<file path="src/rtl/uvmt_apb_st_pkg.sv">
// rtl/uvmt_apb_st_pkg.sv - shared types and default widths for the APB self-test master arbiter
package uvmt_apb_st_pkg;

  typedef enum logic [1:0] {
    IDLE,
    SETUP,
    ACCESS
  } uvmt_apb_st_mstr_arb_state_t;

  localparam int DEF_NUM_REQ        = 4;
  localparam int DEF_ADDR_WIDTH     = 32;
  localparam int DEF_DATA_WIDTH     = 32;
  localparam int DEF_TIMEOUT_CYCLES = 256;

endpackage

</file>
<file path="src/rtl/uvmt_apb_st_rr_arb.sv">
// rtl/uvmt_apb_st_rr_arb.sv - combinational round-robin picker; pointer register lives in the parent
module uvmt_apb_st_rr_arb #(
  parameter  int N     = 4,
  localparam int IDX_W = $clog2(N)
) (
  input  logic [N-1:0]     req,
  input  logic [IDX_W-1:0] last_grant,
  input  logic             enable,
  output logic [N-1:0]     gnt,
  output logic [IDX_W-1:0] gnt_idx
);

  localparam logic [IDX_W:0] N_W = (IDX_W+1)'(N);

  logic [IDX_W:0] cand;
  logic           found;

  // Search last_grant+1 .. last_grant+N; one conditional subtract is enough since the sum stays below 2N.
  always_comb begin
    gnt     = '0;
    gnt_idx = '0;
    found   = 1'b0;
    cand    = '0;
    for (int i = 1; i <= N; i++) begin
      cand = {1'b0, last_grant} + (IDX_W+1)'(i);
      if (cand >= N_W) begin
        cand = cand - N_W;
      end
      if (enable && !found && req[cand[IDX_W-1:0]]) begin
        found   = 1'b1;
        gnt_idx = cand[IDX_W-1:0];
      end
    end
    if (found) begin
      gnt[gnt_idx] = 1'b1;
    end
  end

endmodule

</file>
<file path="src/rtl/uvmt_apb_st_mstr_arb.sv">
// rtl/uvmt_apb_st_mstr_arb.sv - round-robin requester arbiter driving one APB master port
module uvmt_apb_st_mstr_arb
  import uvmt_apb_st_pkg::*;
#(
  parameter int NUM_REQ        = DEF_NUM_REQ,
  parameter int ADDR_WIDTH     = DEF_ADDR_WIDTH,
  parameter int DATA_WIDTH     = DEF_DATA_WIDTH,
  parameter int TIMEOUT_CYCLES = DEF_TIMEOUT_CYCLES
) (
  input  logic                          clk,
  input  logic                          reset,
  input  logic [NUM_REQ-1:0]            req_valid,
  output logic [NUM_REQ-1:0]            req_ready,
  input  logic [NUM_REQ*ADDR_WIDTH-1:0] req_addr,
  input  logic [NUM_REQ-1:0]            req_write,
  input  logic [NUM_REQ*DATA_WIDTH-1:0] req_wdata,
  output logic [NUM_REQ-1:0]            rsp_valid,
  output logic [DATA_WIDTH-1:0]         rsp_rdata,
  output logic                          rsp_slverr,
  output logic                          rsp_timeout,
  output logic [ADDR_WIDTH-1:0]         paddr,
  output logic                          psel,
  output logic                          penable,
  output logic                          pwrite,
  output logic [DATA_WIDTH-1:0]         pwdata,
  input  logic [DATA_WIDTH-1:0]         prdata,
  input  logic                          pready,
  input  logic                          pslverr
);

  localparam int IDX_W = $clog2(NUM_REQ);
  localparam int CNT_W = (TIMEOUT_CYCLES > 0) ? $clog2(TIMEOUT_CYCLES + 1) : 1;
  localparam logic [CNT_W-1:0] CNT_LAST = (TIMEOUT_CYCLES > 0) ? CNT_W'(TIMEOUT_CYCLES - 1) : '0;

  uvmt_apb_st_mstr_arb_state_t state_q, state_d;
  logic [IDX_W-1:0]      last_grant_q, last_grant_d;
  logic [CNT_W-1:0]      cnt_q, cnt_d;
  logic [NUM_REQ-1:0]    gnt;
  logic [IDX_W-1:0]      gnt_idx;

  logic [ADDR_WIDTH-1:0] paddr_d;
  logic                  psel_d, penable_d, pwrite_d;
  logic [DATA_WIDTH-1:0] pwdata_d;
  logic [NUM_REQ-1:0]    rsp_valid_d;
  logic [DATA_WIDTH-1:0] rsp_rdata_d;
  logic                  rsp_slverr_d, rsp_timeout_d;

  uvmt_apb_st_rr_arb #(.N(NUM_REQ)) u_rr_arb (
    .req        (req_valid),
    .last_grant (last_grant_q),
    .enable     (state_q == IDLE),
    .gnt        (gnt),
    .gnt_idx    (gnt_idx)
  );

  assign req_ready = gnt;

  always_comb begin
    state_d       = state_q;
    last_grant_d  = last_grant_q;
    cnt_d         = cnt_q;
    paddr_d       = paddr;
    pwrite_d      = pwrite;
    pwdata_d      = pwdata;
    psel_d        = psel;
    penable_d     = penable;
    rsp_valid_d   = '0;
    rsp_rdata_d   = rsp_rdata;
    rsp_slverr_d  = rsp_slverr;
    rsp_timeout_d = rsp_timeout;
    case (state_q)
      IDLE: begin
        psel_d    = 1'b0;
        penable_d = 1'b0;
        if (|gnt) begin
          paddr_d      = req_addr[int'(gnt_idx)*ADDR_WIDTH +: ADDR_WIDTH];
          pwrite_d     = req_write[gnt_idx];
          pwdata_d     = req_wdata[int'(gnt_idx)*DATA_WIDTH +: DATA_WIDTH];
          last_grant_d = gnt_idx;
          psel_d       = 1'b1;
          state_d      = SETUP;
        end
      end
      SETUP: begin
        penable_d = 1'b1;
        cnt_d     = '0;
        state_d   = ACCESS;
      end
      ACCESS: begin
        // pready is checked first so a completion on the final allowed cycle is never reported as a timeout.
        if (pready) begin
          psel_d        = 1'b0;
          penable_d     = 1'b0;
          rsp_valid_d   = NUM_REQ'(1) << last_grant_q;
          if (!pwrite) begin
            rsp_rdata_d = prdata;
          end
          rsp_slverr_d  = pslverr;
          rsp_timeout_d = 1'b0;
          state_d       = IDLE;
        end else if ((TIMEOUT_CYCLES != 0) && (cnt_q == CNT_LAST)) begin
          psel_d        = 1'b0;
          penable_d     = 1'b0;
          rsp_valid_d   = NUM_REQ'(1) << last_grant_q;
          rsp_slverr_d  = 1'b1;
          rsp_timeout_d = 1'b1;
          state_d       = IDLE;
        end else if (cnt_q != '1) begin
          cnt_d = cnt_q + 1'b1;
        end
      end
      default: begin
        state_d = IDLE;
      end
    endcase
  end

  always_ff @(posedge clk or posedge reset) begin
    if (reset) begin
      state_q      <= IDLE;
      last_grant_q <= IDX_W'(NUM_REQ - 1);
      cnt_q        <= '0;
      paddr        <= '0;
      pwrite       <= 1'b0;
      pwdata       <= '0;
      psel         <= 1'b0;
      penable      <= 1'b0;
      rsp_valid    <= '0;
      rsp_rdata    <= '0;
      rsp_slverr   <= 1'b0;
      rsp_timeout  <= 1'b0;
    end else begin
      state_q      <= state_d;
      last_grant_q <= last_grant_d;
      cnt_q        <= cnt_d;
      paddr        <= paddr_d;
      pwrite       <= pwrite_d;
      pwdata       <= pwdata_d;
      psel         <= psel_d;
      penable      <= penable_d;
      rsp_valid    <= rsp_valid_d;
      rsp_rdata    <= rsp_rdata_d;
      rsp_slverr   <= rsp_slverr_d;
      rsp_timeout  <= rsp_timeout_d;
    end
  end

endmodule

</file>
<file path="config.mk">
export PLATFORM = sky130hd
export DESIGN_NAME = uvmt_apb_st_mstr_arb
export DESIGN_NICKNAME = d
export VERILOG_FILES = /design/src/rtl/uvmt_apb_st_pkg.sv /design/src/rtl/uvmt_apb_st_rr_arb.sv /design/src/rtl/uvmt_apb_st_mstr_arb.sv
export SDC_FILE = /design/constraint.sdc
export NUM_CORES = 1
export LEC_CHECK = 0
export ABC_AREA = 1
export BUFFER_PORTS_ARGS = -buffer_cell sky130_fd_sc_hd__buf_2
export CAP_MARGIN = 30
export CORE_ASPECT_RATIO = 0.9
export CORE_UTILIZATION = 30
export CTS_BUF_LIST = sky130_fd_sc_hd__clkbuf_4 sky130_fd_sc_hd__clkbuf_8
export DETAILED_ROUTE_END_ITERATION = 10
export PLACE_DENSITY = 0.53
export SETUP_SLACK_MARGIN = 0.4
export SLEW_MARGIN = 20
export SYNTH_ARGS = -nofsm -noshare
export SYNTH_HDL_FRONTEND = slang
export SYNTH_SLANG_ARGS = --single-unit
</file>
<file path="constraint.sdc">
create_clock -name clk -period 7.3 [get_ports clk]
set_input_delay 1.095 -clock clk [delete_from_list [all_inputs] [get_ports clk]]
set_output_delay 1.095 -clock clk [all_outputs]
set_load 0.03 [all_outputs]
</file>
Word-level counts from Yosys, hierarchy flattened
Index checks and enable logic that the tools add are counted.
{"block": "totals", "ff_bits": 118, "latch_bits": 0, "ramBits": 0, "romBits": 0, "wordCells": 112, "memories": 0}
{"block": "classes", "addsub": 9, "mul": 0, "div_mod_pow": 0, "n_lt_le_gt_ge": 10, "n_eq_ne": 9, "n_shift": 3, "mux": 44, "bitwise_logic": 1, "reduce_logical": 24}
{"operator": "128-bit by 8-bit indexed part select with 32-bit output", "count": 2}
{"operator": "9-bit two-way mux", "count": 3}
{"operator": "2-bit two-way mux", "count": 11}
{"operator": "9-bit one-hot mux with 2 select lines", "count": 1}
{"operator": "1-bit two-way mux", "count": 16}
{"operator": "4-bit two-way mux", "count": 4}
{"operator": "2-bit by 3-bit less-than comparator with 1-bit output, second input constant", "count": 5}
{"operator": "3-bit >= comparator, second input constant", "count": 4}
{"operator": "1-bit binary-select mux with 2-bit select", "count": 5}
{"operator": "2-bit AND reduction", "count": 5}
{"operator": "9-bit by 1-bit adder with 9-bit output, second input constant", "count": 1}
{"operator": "9-bit by 8-bit equality test with 1-bit output, second input constant", "count": 1}
{"operator": "9-bit inequality test, second input constant", "count": 1}
{"operator": "1-bit logical AND", "count": 8}
{"operator": "2-bit inequality test, second input constant", "count": 4}
{"operator": "2-bit by 1-bit subtractor with 2-bit output, second input constant", "count": 4}
{"operator": "2-bit by 2-bit adder with 3-bit output, second input constant", "count": 2}
{"operator": "2-bit one-hot mux with 3 select lines", "count": 1}
{"operator": "2-bit nonzero test", "count": 3}
{"operator": "4-bit AND reduction", "count": 1}
{"operator": "4-bit OR reduction", "count": 1}
{"operator": "1-bit by 2-bit left shift with 4-bit output, first input constant", "count": 1}
{"operator": "2-bit by 1-bit adder with 3-bit output, second input constant", "count": 1}
{"operator": "2-bit by 3-bit adder with 3-bit output, second input constant", "count": 1}
{"operator": "12 further kinds", "count": 14}

Longest topological paths before layout
Gate-level depths: netlist of run 1.
{"block": "depth", "depth_word": 27, "depth_mapped": 19, "ltp_nobuf": 16}

By module
Synthesis of run 1 repeated with hierarchy kept, for this count alone.
{"block": "unflattened", "hier_cells": 1052, "hier_area_um2": 7021.7}
{"module": "uvmt_apb_st_mstr_arb", "instances": 1, "cells_each": 965, "area_per_inst_um2": 6596.3, "seq_area_each_um2": 2955.3}
{"module": "uvmt_apb_st_rr_arb", "instances": 1, "cells_each": 87, "area_per_inst_um2": 425.4, "seq_area_each_um2": 0.0}

Worst setup path before layout of run 1
Ideal clock, no wire load.
{"block": "synth_path", "path_kind": "input port to output port", "from": "input req_valid[2]", "to": "output req_ready[0]", "arrival_ns": 2.791, "t_required_ns": 6.205, "setup_slack_ns": 3.414, "path_stages": 11, "path_buffers": 2, "cell_sequence": "nand2_1 > nand3_1 > nand2_2 > o21ai_0 > inv_1 > nand2_2 > nand2_2 > buf_2 > buf_2 > nand2_1 > nor3_1"}
{"block": "synth_via", "elab_chain_cells": 21}
{"element": "from (decl)", "line": "uvmt_apb_st_mstr_arb.sv:12", "text": "input logic [NUM_REQ-1:0] req_valid,"}
{"element": "1-bit binary-select mux with 2-bit select", "line": "uvmt_apb_st_rr_arb.sv:29", "text": "if (enable && !found && req[cand[IDX_W-1:0]]) begin"}
{"element": "1-bit two-way mux (not written as such)", "line": "uvmt_apb_st_rr_arb.sv:29"}
{"element": "1-bit logical AND", "line": "uvmt_apb_st_rr_arb.sv:29"}
{"element": "1-bit two-way mux", "line": "uvmt_apb_st_rr_arb.sv:29"}
{"element": "1-bit zero test", "line": "uvmt_apb_st_rr_arb.sv:29"}
{"element": "1-bit logical AND (2 in series)", "line": "uvmt_apb_st_rr_arb.sv:29"}
{"element": "1-bit two-way mux", "line": "uvmt_apb_st_rr_arb.sv:29"}
{"element": "1-bit zero test", "line": "uvmt_apb_st_rr_arb.sv:29"}
{"element": "(+3 left out)"}
{"element": "1-bit zero test", "line": "uvmt_apb_st_rr_arb.sv:29"}
{"element": "1-bit logical AND (2 in series)", "line": "uvmt_apb_st_rr_arb.sv:29"}
{"element": "2-bit two-way mux", "line": "uvmt_apb_st_rr_arb.sv:29"}
{"element": "2-bit by 3-bit less-than comparator with 1-bit output (not written as such) / 2-bit by 1-bit >= comparator with 1-bit output (equally long branches)", "line": "uvmt_apb_st_rr_arb.sv:35", "text": "gnt[gnt_idx] = 1'b1;"}
{"element": "1-bit logical AND (not written as such)", "line": "uvmt_apb_st_rr_arb.sv:35"}
{"element": "1-bit two-way mux (not written as such)", "line": "uvmt_apb_st_rr_arb.sv:35"}
{"element": "1-bit demux with 2-bit select"}
{"element": "4-bit two-way mux (*)", "line": "uvmt_apb_st_rr_arb.sv:34", "text": "if (found) begin"}
{"element": "to (decl)", "line": "uvmt_apb_st_mstr_arb.sv:13", "text": "output logic [NUM_REQ-1:0] req_ready,"}
Every way passes the cells marked *; elsewhere a longest branch is shown, timed or not. The select of a mux whose other input is x is not followed.

Worst setup path in the final report of run 1
{"block": "layout_path", "from": "register last_grant_q[0]", "to": "output req_ready[1]"}
{"block": "layout_via", "elab_chain_cells": 24}
{"element": "from (decl)", "line": "uvmt_apb_st_mstr_arb.sv:36", "text": "logic [IDX_W-1:0] last_grant_q, last_grant_d;"}
{"element": "from (signal assigned)", "line": "uvmt_apb_st_mstr_arb.sv:121", "text": "last_grant_q <= IDX_W'(NUM_REQ - 1);"}
{"element": "from (signal assigned)", "line": "uvmt_apb_st_mstr_arb.sv:134", "text": "last_grant_q <= last_grant_d;"}
{"element": "2-bit by 1-bit adder with 3-bit output", "line": "uvmt_apb_st_rr_arb.sv:25", "text": "cand = {1'b0, last_grant} + (IDX_W+1)'(i);"}
{"element": "3-bit >= comparator / 2-bit by 1-bit subtractor with 2-bit output (equally long branches)", "line": "uvmt_apb_st_rr_arb.sv:26, uvmt_apb_st_rr_arb.sv:27"}
{"element": "2-bit two-way mux", "line": "uvmt_apb_st_rr_arb.sv:26", "text": "if (cand >= N_W) begin"}
{"element": "1-bit binary-select mux with 2-bit select", "line": "uvmt_apb_st_rr_arb.sv:29"}
{"element": "1-bit two-way mux (not written as such)", "line": "uvmt_apb_st_rr_arb.sv:29"}
{"element": "1-bit logical AND", "line": "uvmt_apb_st_rr_arb.sv:29"}
{"element": "1-bit two-way mux", "line": "uvmt_apb_st_rr_arb.sv:29"}
{"element": "1-bit zero test", "line": "uvmt_apb_st_rr_arb.sv:29"}
{"element": "(+7 left out)"}
{"element": "1-bit zero test", "line": "uvmt_apb_st_rr_arb.sv:29"}
{"element": "1-bit logical AND (2 in series)", "line": "uvmt_apb_st_rr_arb.sv:29"}
{"element": "2-bit two-way mux", "line": "uvmt_apb_st_rr_arb.sv:29"}
{"element": "2-bit by 3-bit less-than comparator with 1-bit output (not written as such) / 2-bit by 1-bit >= comparator with 1-bit output (equally long branches)", "line": "uvmt_apb_st_rr_arb.sv:35"}
{"element": "1-bit logical AND (not written as such)", "line": "uvmt_apb_st_rr_arb.sv:35"}
{"element": "1-bit two-way mux (not written as such)", "line": "uvmt_apb_st_rr_arb.sv:35"}
{"element": "1-bit demux with 2-bit select"}
{"element": "4-bit two-way mux (*)", "line": "uvmt_apb_st_rr_arb.sv:34"}
Marked as above.

==> flow_summary.ini, run 1 <==
[logic_synthesis]
yosys.area.top_type = dfrtp_1
yosys.area_share.simple = 0.4703
ys.flop_type = dfrtp_1
synth_compound_area_frac = 0.01618
ys_top_cells_by_count = nand2_1, nand3_1, dfrtp_1
synth.area.mux_share = 0.04659
synth_cell_types = 31
synthAdderAreaFrac = 0.01133
synth_most_common_cell = nand2_1
async_flop_share = 1.000
synth_top_area_share = 0.3753
synth_xor_area_frac = 0
synth.avg_cell_area_sq_um = 6.655
synth_edf_count = 0
synthCells = 1162
synth_seq_area_share = 0.3821
synth.net_count = 1469
syn_area_sq_um = 7734
ys_top_cells_by_area = dfrtp_1, nand2_1, nand3_1
ys_warn_count = 0
synth.ff_latch_count = 118
synth_top_family_by_area = simple AND/OR/NAND/NOR gates

[timing]
worst_pin_slew_ns = 0.9156
setup_viol_count_final = 0
slew_headroom = 0.3896
fin_skew_ns = 0.01415
hold_viol = 0
min_period_ns = 4.971
setup-tns-final_ns = 0
fmax_ghz = 0.2012
grt_setup_unrepaired = false
worst_hold_slack_ns = 0.4796
timing.final.crit_share = 0.6810
slew_violations = 0

[pwr]
p_clk_frac = 0.102
p_per_area_nw_per_um2 = 622.5
power_switching_mw = 3.784
comb_power_share = 0.717
swShare = 0.5910
ir_drop_v = 0.0003442
p_int_mw = 2.618
pwr-share-seq = 0.181
p_leak_nw = 6.123

[global_route]
track_usage = 0.2183
grt_max_degree = 83
grt_pass1_vias = 8228
antenna_found_initial = 1
grt_first_pass_wirelength_microns = 44640
grt_overflow = 0

[min_path]
min_path_type = flop to flop
holdPathStages = 2

[setup_path]
cpMaxStageDelayCell = dfstp_2
critPathMaxStageDelay_ns = 0.69
worst-path-max-fanout = 50
cp_data_required_time_ns = 6.20
path_cells = inv_4 > ha_1 > inv_1 > nand3_1 > nand2_2 > o21ai_0 > inv_1 > nand2_4 > nand2_4 > nand2_1 > inv_1 > nor2_1 > buf_2
worst-endpoint-arrival_ns = 3.88
crit_top_cell = inv_1
critPathCaptureType = output pin
path_class = flop to output pin
r2r_cells = 15
startpoint_type = flop

[clocking]
cts-root-buf = clkbuf_8
clk_path_buf_depth = 2
cts_sinks = 118
post_cts_resized = 0
cts_buffers = 17
ctsHoldBuffers = 0
cts_tree = yes
htree_levels = 4
path_clk_slew_ns = 0.09
clkLatencyLatePin_ns = 0.45
postCtsSetupBuffers = 0

[run_status]
outcome = finished clean

[layout]
fillCellCount = 2780
layout.nets = 1818
drive_gt1_frac = 0.3301
diodes = 0
area_growth_pct = 32.99
utilization = 0.4072

[drt]
drt_iter0_drc = 417
route.vias.total = 8874
drc = 0
ant_nets = 0
drt_wl_total_microns = 29280
dr.pass1.iters = 5
via_per_inst = 4.756
wire_per_inst_microns = 15.69

[die]
die_x_microns = 171.2
die_h_microns = 154.3
ios = 409
die_area_sq_um = 26430
rows = 55
initial_core_util = 0.3062
coreArea_sq_um = 25260

[place]
io_buffers = 408
gp_congestion = 0.8277
dp_hpwl_microns = 20600

[flow_run]
maxCapViolCount = 0
-- final timing paths --
path	from	endpoint	slack, ns
worst max-delay path	last_grant_q[0]$_DFFE_PP1P_	req_ready[1]	2.33
worst min-delay path	paddr[18]$_DFFE_PP0P_	paddr[18]$_DFFE_PP0P_	0.48
worst max register to register	last_grant_q[0]$_DFFE_PP1P_	paddr[10]$_DFFE_PP0P_	3.12
worst min register to register	paddr[18]$_DFFE_PP0P_	paddr[18]$_DFFE_PP0P_	0.48
max in group asynchronous	reset	rsp_valid[1]$_DFF_PP0_	5.17
min in group asynchronous	reset	rsp_rdata[1]$_DFFE_PP0P_	0.76
-- flip-flops by register name, indices dropped and copies added, names as in the netlist --
| name | flops |
|---|---|
| pwdata | 32 |
| state_q | 2 |
| rsp_slverr | 1 |
| rsp_valid | 4 |
| psel | 1 |
| cnt_q | 9 |
| paddr | 32 |
| rsp_timeout | 1 |
| last_grant_q | 2 |
| pwrite | 1 |
| rsp_rdata | 32 |
| penable | 1 |
-- layer usage --
metal	GRT usage	wire length (microns)
met5	0	13
met4	0.05910	455
met3	0.04299	1803
met2	0.3713	14070
met1	0.2803	12940
-- worst max-delay path, delay by kind of cell (launching register included) --
kind	cells	cell delay, ns
fa+ha+maj	1	0.37
buf+inv	5	0.70
compound gates	1	0.19
flops	1	0.69
simple gates	6	1.46
-- layout by cell type (no fill, tap or decap), types with 4 or more instances in the layout --
| cell type | instances |
|---|---|
| buf_2 | 408 |
| nand3_1 | 272 |
| mux2_2 | 32 |
| nand2_2 | 4 |
| buf_4 | 10 |
| dfrtp_1 | 116 |
| nor3_1 | 5 |
| o21ai_0 | 7 |
| nand2_1 | 556 |
| ha_1 | 7 |
| nor2_1 | 15 |
| inv_6 | 6 |
| inv_1 | 26 |
| clkbuf_8 | 17 |
| nand2_4 | 4 |
| inv_8 | 4 |
-- power by group through the flow --
stage	logic (mW)	registers [mW]	clock network (mW)
finish	4.59	1.16	0.655
global route	5.16	1.20	0.707
CTS	4.68	1.16	0.676
detailed placement	4.67	1.17	0
global placement	4.65	1.16	0
floorplan	2.98	1.69	0
-- area by class of cell --
class / count / area [sq um] / area share
clock buffers: 17 / 234.0 / 0.02275
clock inverters: 15 / 181.4 / 0.01764
inverters: 31 / 121.4 / 0.01180
multi-input cells: 925 / 4248 / 0.4130
flip-flops and latches: 118 / 2955 / 0.2873
well taps: 342 / 427.9 / 0.04161
repair buffers: 418 / 2117 / 0.2058
-- per-stage QoR --
stage	worst slack (ns)	instances	instance area [sq um]	power [mW]
floorplan	3.079	1162	7734	4.672
global placement	2.781	1834	9869	5.816
detailed placement	2.796	1834	9869	5.834
CTS	2.305	1866	10280	6.513
global route	2.046	1866	10280	7.062
finish	2.329	1866	10280	6.402
-- kinds of logic (layout without fill, tap and decap cells) --
logic type,Yosys count,count (layout)
DFF,118,118
muxes,32,32
adders and majority gates,7,7
AOI/OAI and AO/OA,21,21
buffers and inverters,119,481
and+or+nand+nor,865,865
Power figures use the tool's default switching activity.
==> run 2, diff against run 1 <==
--- a/config.mk
+++ b/config.mk
@@ -12,7 +12,7 @@
 export CORE_UTILIZATION = 30
 export CTS_BUF_LIST = sky130_fd_sc_hd__clkbuf_4 sky130_fd_sc_hd__clkbuf_8
 export DETAILED_ROUTE_END_ITERATION = 10
-export PLACE_DENSITY = 0.53
+export PLACE_DENSITY = 0.55
 export SETUP_SLACK_MARGIN = 0.4
 export SLEW_MARGIN = 20
 export SYNTH_ARGS = -nofsm -noshare
==> constraint.sdc (replaced) <==
create_clock -name clk -period 4 [get_ports clk]
set_input_delay 0.6 -clock clk [delete_from_list [all_inputs] [get_ports clk]]
set_output_delay 0.6 -clock clk [all_outputs]
set_load 0.03 [all_outputs]
==> run 2 against run 1 <==
Net effect: count of clock-buffer cells in the layout unchanged; wire length down 0.73%; first-iteration DRC count is 0.24% lower; combinational power grew 89%; register-to-register slack worse by 2.4 ns; power up 89%; non-clock buffer count is 14 higher; utilization is 1.0 points higher; via count rose by 0.10%.
==> flow_summary.ini, run 2 (synthesized netlist as in run 1, its figures left out) <==
[layout]
final_common_cell = nand2_1
utilization = 0.4176
area_growth_pct = 36.37
layout.nets = 1832
mostFrequentLayoutCells = nand2_1, buf_2, nand3_1, dfrtp_1, mux2_2
fillCellCount = 2771
drive_gt1_frac = 0.3368
largestRegisters = paddr (32), pwdata (32), rsp_rdata (32)

[timing]
fmax_ghz = 0.2982
fin_skew_ns = 0.01391
setup_viol_count_final = 0
timing.final.crit_share = 0.8385
setup-tns-final_ns = 0
worst_pin_slew_ns = 0.8149
slew_headroom = 0.4568
worst_hold_slack_ns = 0.1809
min_period_ns = 3.354
grt_setup_unrepaired = false
slew_violations = 0
hold_viol = 0

[die]
ios = 409
coreArea_sq_um = 25260
initial_core_util = 0.3062
rows = 55
die_area_sq_um = 26430
die_x_microns = 171.2
die_h_microns = 154.3

[setup_path]
rr_startpoint = last_grant_q[1]$_DFFE_PP1P_
critPathCaptureType = output pin
worst-endpoint-arrival_ns = 2.75
startpoint_type = flop
path_class = flop to output pin
worst-path-stages = 12
path_cells = inv_1 > ha_4 > inv_1 > nand3_1 > nand3_1 > nand4_1 > nor2_4 > nand2_4 > nand2_1 > inv_1 > nor2_1 > clkbuf_4
cp_top_family = simple AND/OR/NAND/NOR gates
worst-path-max-fanout = 7
cp_data_required_time_ns = 3.40
r2r_slack_ns = 0.75
critPathLaunch = last_grant_q[1]$_DFFE_PP1P_
cp-endpoint = req_ready[1]
cpMaxStageDelayCell = dfstp_2
path_buf_inv = 4
r2r_cells = 15
r2r-end = paddr[4]$_DFFE_PP0P_
critPathMaxStageDelay_ns = 0.58
crit_top_cell = inv_1

[place]
gp_congestion = 0.8319
io_buffers = 408
dp_hpwl_microns = 21390

[min_path]
min_path_type = input port to asynchronous set/reset pin

[pwr]
ir_drop_v = 0.0008427
p_per_area_nw_per_um2 = 1148
p_leak_nw = 6.248

[clocking]
clkLatencyLatePin_ns = 0.43
path_clk_slew_ns = 0.09
cts-root-buf = clkbuf_8
cts_tree = yes
cts_sinks = 118
ctsHoldBuffers = 0
htree_levels = 4
cts_buffers = 17
clk_path_buf_depth = 2

[drt]
drc = 0
wire_per_inst_microns = 15.45
drt_iter0_drc = 416
ant_nets = 0
route.vias.total = 8883
dr.pass1.iters = 5
via_per_inst = 4.722
drt_wl_total_microns = 29060

[global_route]
grt_pass1_vias = 8388
grt_overflow = 0
antenna_found_initial = 2
grt_max_degree = 131
grt_first_pass_wirelength_microns = 44390
track_usage = 0.2162

[flow_run]
maxCapViolCount = 0

[run_status]
outcome = finished clean
run 2: worst reg2reg max path: cells and delay by family, from the launching register on:
family,cells,cell delay [ns]
buffers and inverters,4,0.86
DFF,1,0.58
and+or+nand+nor,9,0.88
adders and majority gates,1,0.26
AOI/OAI and AO/OA,1,0.61
run 2: power breakdown:
group	switching (mW)	internal [mW]	total [mW]
logic	6.04	2.63	8.67
registers	0.290	1.82	2.11
clock network	0.577	0.763	1.34
run 2: metrics by stage:
step	cells	worst slack [ns]	instance area [sq um]	power (mW)
floorplan	1162	0.6284	7737	8.528
CTS	1876	0.4183	10500	12.22
global route	1881	0.4123	10550	13.33
detailed placement	1843	0.7056	10010	10.82
global placement	1842	0.7571	9993	10.79
finish	1881	0.6461	10550	12.11
run 2: how the worst min path moves through the flow:
stage	cells past startpoint	endpoint	slack [ns]	start
after global placement	1	cnt_q[7]$_DFFE_PP0P_	0.45	cnt_q[7]$_DFFE_PP0P_
after floorplan	1	cnt_q[7]$_DFFE_PP0P_	0.43	cnt_q[7]$_DFFE_PP0P_
after detailed placement	1	cnt_q[7]$_DFFE_PP0P_	0.45	cnt_q[7]$_DFFE_PP0P_
final	2	rsp_rdata[30]$_DFFE_PP0P_	0.18	reset
after CTS	2	rsp_rdata[8]$_DFFE_PP0P_	0.17	reset
after global routing	2	rsp_rdata[8]$_DFFE_PP0P_	0.17	reset
run 2: routing by layer:
layer,vias up,GRT usage,share of wire
met5,-,0,0.00045
met1,4054,0.2634,0.42
met2,326,0.3817,0.50
met3,24,0.04939,0.067
li1,4477,-,-
met4,2,0.05315,0.014
run 2: layout make-up:
type                            count  area (sq um)  area share
Multi-Input combinational cell    925          4265      0.4044
Sequential cell                   118          2955      0.2802
Clock buffer                       17         234.0     0.02219
Inverter                           31         122.6     0.01163
Timing Repair Buffer              432          2300      0.2181
Clock inverter                     15         239.0     0.02266
Tap cell                          342         427.9     0.04057
Antenna cell                        1         2.502   0.0002373
run 2: repair_timing:
action	in CTS	in global routing
endpoints found under the setup margin	3	5
pin swaps	0	3
gates resized for setup	1	2
setup buffers	1	4
cloned	0	0
==> run 3, diff against run 2 <==
--- a/config.mk
+++ b/config.mk
@@ -12,7 +12,7 @@
 export CORE_UTILIZATION = 30
 export CTS_BUF_LIST = sky130_fd_sc_hd__clkbuf_4 sky130_fd_sc_hd__clkbuf_8
 export DETAILED_ROUTE_END_ITERATION = 10
-export PLACE_DENSITY = 0.55
+export PLACE_DENSITY = 0.53
 export SETUP_SLACK_MARGIN = 0.4
 export SLEW_MARGIN = 20
 export SYNTH_ARGS = -nofsm -noshare
==> constraint.sdc (replaced) <==
create_clock -name clk -period 3.5 [get_ports clk]
set_input_delay 0.525 -clock clk [delete_from_list [all_inputs] [get_ports clk]]
set_output_delay 0.525 -clock clk [all_outputs]
set_load 0.03 [all_outputs]
==> run 3 against run 2 <==
Net effect: critical path depth is 1 lower; global-route usage rose by 0.66 points; final cell count up 0.80%; critical path type unchanged; power is 18% higher; sequential power grew 14%; count of clock-buffer cells in the layout did not move.
==> flow_summary.ini, run 3 (synthesized netlist as in run 1, its figures left out) <==
[run_status]
outcome = finished clean

[drt]
drt_wl_total_microns = 30090
ant_nets = 0
via_per_inst = 4.765
wire_per_inst_microns = 15.87
drt_iter0_drc = 607
drc = 0
route.vias.total = 9035
dr.pass1.iters = 5

[layout]
final_common_cell = nand2_1
largestRegisters = paddr (32), pwdata (32), rsp_rdata (32)
fillCellCount = 2724
multi_input_area_sq_um = 4385
drive_gt1_frac = 0.3548
layout.nets = 1847
mostFrequentLayoutCells = nand2_1, buf_2, nand3_1, dfrtp_1, mux2_2
area_growth_pct = 39.31
regArea_sq_um = 2955
design_area_sq_um = 10770

[flow_run]
maxCapViolCount = 0

[clocking]
path_clk_slew_ns = 0.09
clkLatencyLatePin_ns = 0.44
cts_tree = yes
clk_path_buf_depth = 2
cts_buffers = 17
cts_sinks = 118
htree_levels = 4
cts-root-buf = clkbuf_8

[timing]
fmax_ghz = 0.3301
grt_setup_unrepaired = true
slew_violations = 0
hold_viol = 0
worst_pin_slew_ns = 0.8715
timing.final.crit_share = 0.8656
slew_headroom = 0.4190
fin_skew_ns = 0.01815
min_period_ns = 3.030
setup-tns-final_ns = 0
setup_viol_count_final = 0

[die]
die_h_microns = 154.3
ios = 409
die_area_sq_um = 26430
initial_core_util = 0.3062
die_x_microns = 171.2
coreArea_sq_um = 25260
rows = 55

[pwr]
power.total_mw = 14.35
p_leak_nw = 6.315
ir_drop_v = 0.0008251
p_per_area_nw_per_um2 = 1332

[setup_path]
cp-endpoint = req_ready[3]
r2r_cells = 17
path_class = flop to output pin
path_cells = clkinv_4 > ha_4 > nand3_4 > nand2_4 > nand4_1 > nor2_4 > nand2_2 > nand2_4 > nand2_2 > inv_2 > buf_6
critPathLaunch = last_grant_q[0]$_DFFE_PP1P_
worst-path-stages = 11
startpoint_type = flop
worst-path-max-fanout = 7
critPathCaptureType = output pin
cpMaxStageDelayCell = dfstp_2
rr_startpoint = last_grant_q[0]$_DFFE_PP1P_
r2r-end = pwdata[7]$_DFFE_PP0P_
cp_data_required_time_ns = 2.97
path_buf_inv = 3
cp_top_family = simple AND/OR/NAND/NOR gates
r2r_slack_ns = 0.53
worst-endpoint-arrival_ns = 2.50
critPathMaxStageDelay_ns = 0.57

[place]
io_buffers = 408
place_area_sq_um = 10020
gp_congestion = 0.8735
dp_hpwl_microns = 21680

[global_route]
antenna_found_initial = 2
grt_max_degree = 131
grt_first_pass_wirelength_microns = 45440
track_usage = 0.2228
grt_overflow = 0
grt_pass1_vias = 8237

[min_path]
min_path_type = input port to flop
[run 3: cell types whose count changed in the layout (fill, tap and decap cells not counted), moves of 3 or more]
cell     before  now
buf_2       407  404
buf_4        18   31
buf_6         0    4
inv_1        26   21
inv_8         2    5
nand2_1     556  549
nand2_2       4    9
nand3_1     272  268
[run 3: report_power, final]
| group | switching [mW] | internal [mW] | leakage [nW] |
|---|---|---|---|
| combinational | 7.18 | 3.34 | 4.63 |
| clock | 0.690 | 0.741 | 0.222 |
| sequential | 0.321 | 2.07 | 1.47 |
| total | 8.19 | 6.15 | 6.32 |
[run 3: cell type report]
cell class	instances	area share
antenna	1	0.0002323
clock buffer	17	0.02172
clock inverter	15	0.01916
inverter	31	0.01231
multi-input combinational	926	0.4070
sequential	118	0.2743
tap	342	0.03972
timing repair buffer	446	0.2255
[run 3: how the worst min path moves through the flow]
stage | depth (start not counted) | startpoint | slack [ns] | to
floorplan | 1 | cnt_q[7]$_DFFE_PP0P_ | 0.43 | cnt_q[7]$_DFFE_PP0P_
global placement | 1 | cnt_q[7]$_DFFE_PP0P_ | 0.46 | cnt_q[7]$_DFFE_PP0P_
detailed placement | 1 | cnt_q[7]$_DFFE_PP0P_ | 0.46 | cnt_q[7]$_DFFE_PP0P_
CTS | 2 | prdata[26] | 0.26 | rsp_rdata[26]$_DFFE_PP0P_
global route | 2 | prdata[24] | 0.26 | rsp_rdata[24]$_DFFE_PP0P_
finish | 2 | prdata[26] | 0.31 | rsp_rdata[26]$_DFFE_PP0P_
[run 3: per-stage QoR]
| step | instances | util | worst slack (ns) | hold WS (ns) |
|---|---|---|---|---|
| 2_1_floorplan | 1162 | - | 0.4478 | 0.4326 |
| 3_3_place_gp | 1844 | 0.3969 | 0.3591 | 0.4565 |
| 3_5_place_dp | 1844 | 0.3969 | 0.3260 | 0.4566 |
| 4_1_cts | 1887 | 0.4217 | 0.4169 | 0.2633 |
| 5_1_grt | 1895 | 0.4265 | 0.2792 | 0.2627 |
| 6_report | 1896 | 0.4266 | 0.4703 | 0.3076 |
[run 3: routing by layer]
metal	vias to the layer above	global-route usage	wire (microns)
li1	4507	-	-
met1	4165	0.2747	12780
met2	323	0.3806	14590
met3	38	0.05092	2065
met4	2	0.07440	643
met5	-	0	13
[run 3: what timing repair did]
item	in CTS	in global routing
gates cloned	1	0
hold buffers	1	0
hold endpoints to repair	8	0
setup endpoints to repair	41	7
gates resized for setup	27	16
pin swaps	12	10
setup buffers	9	8
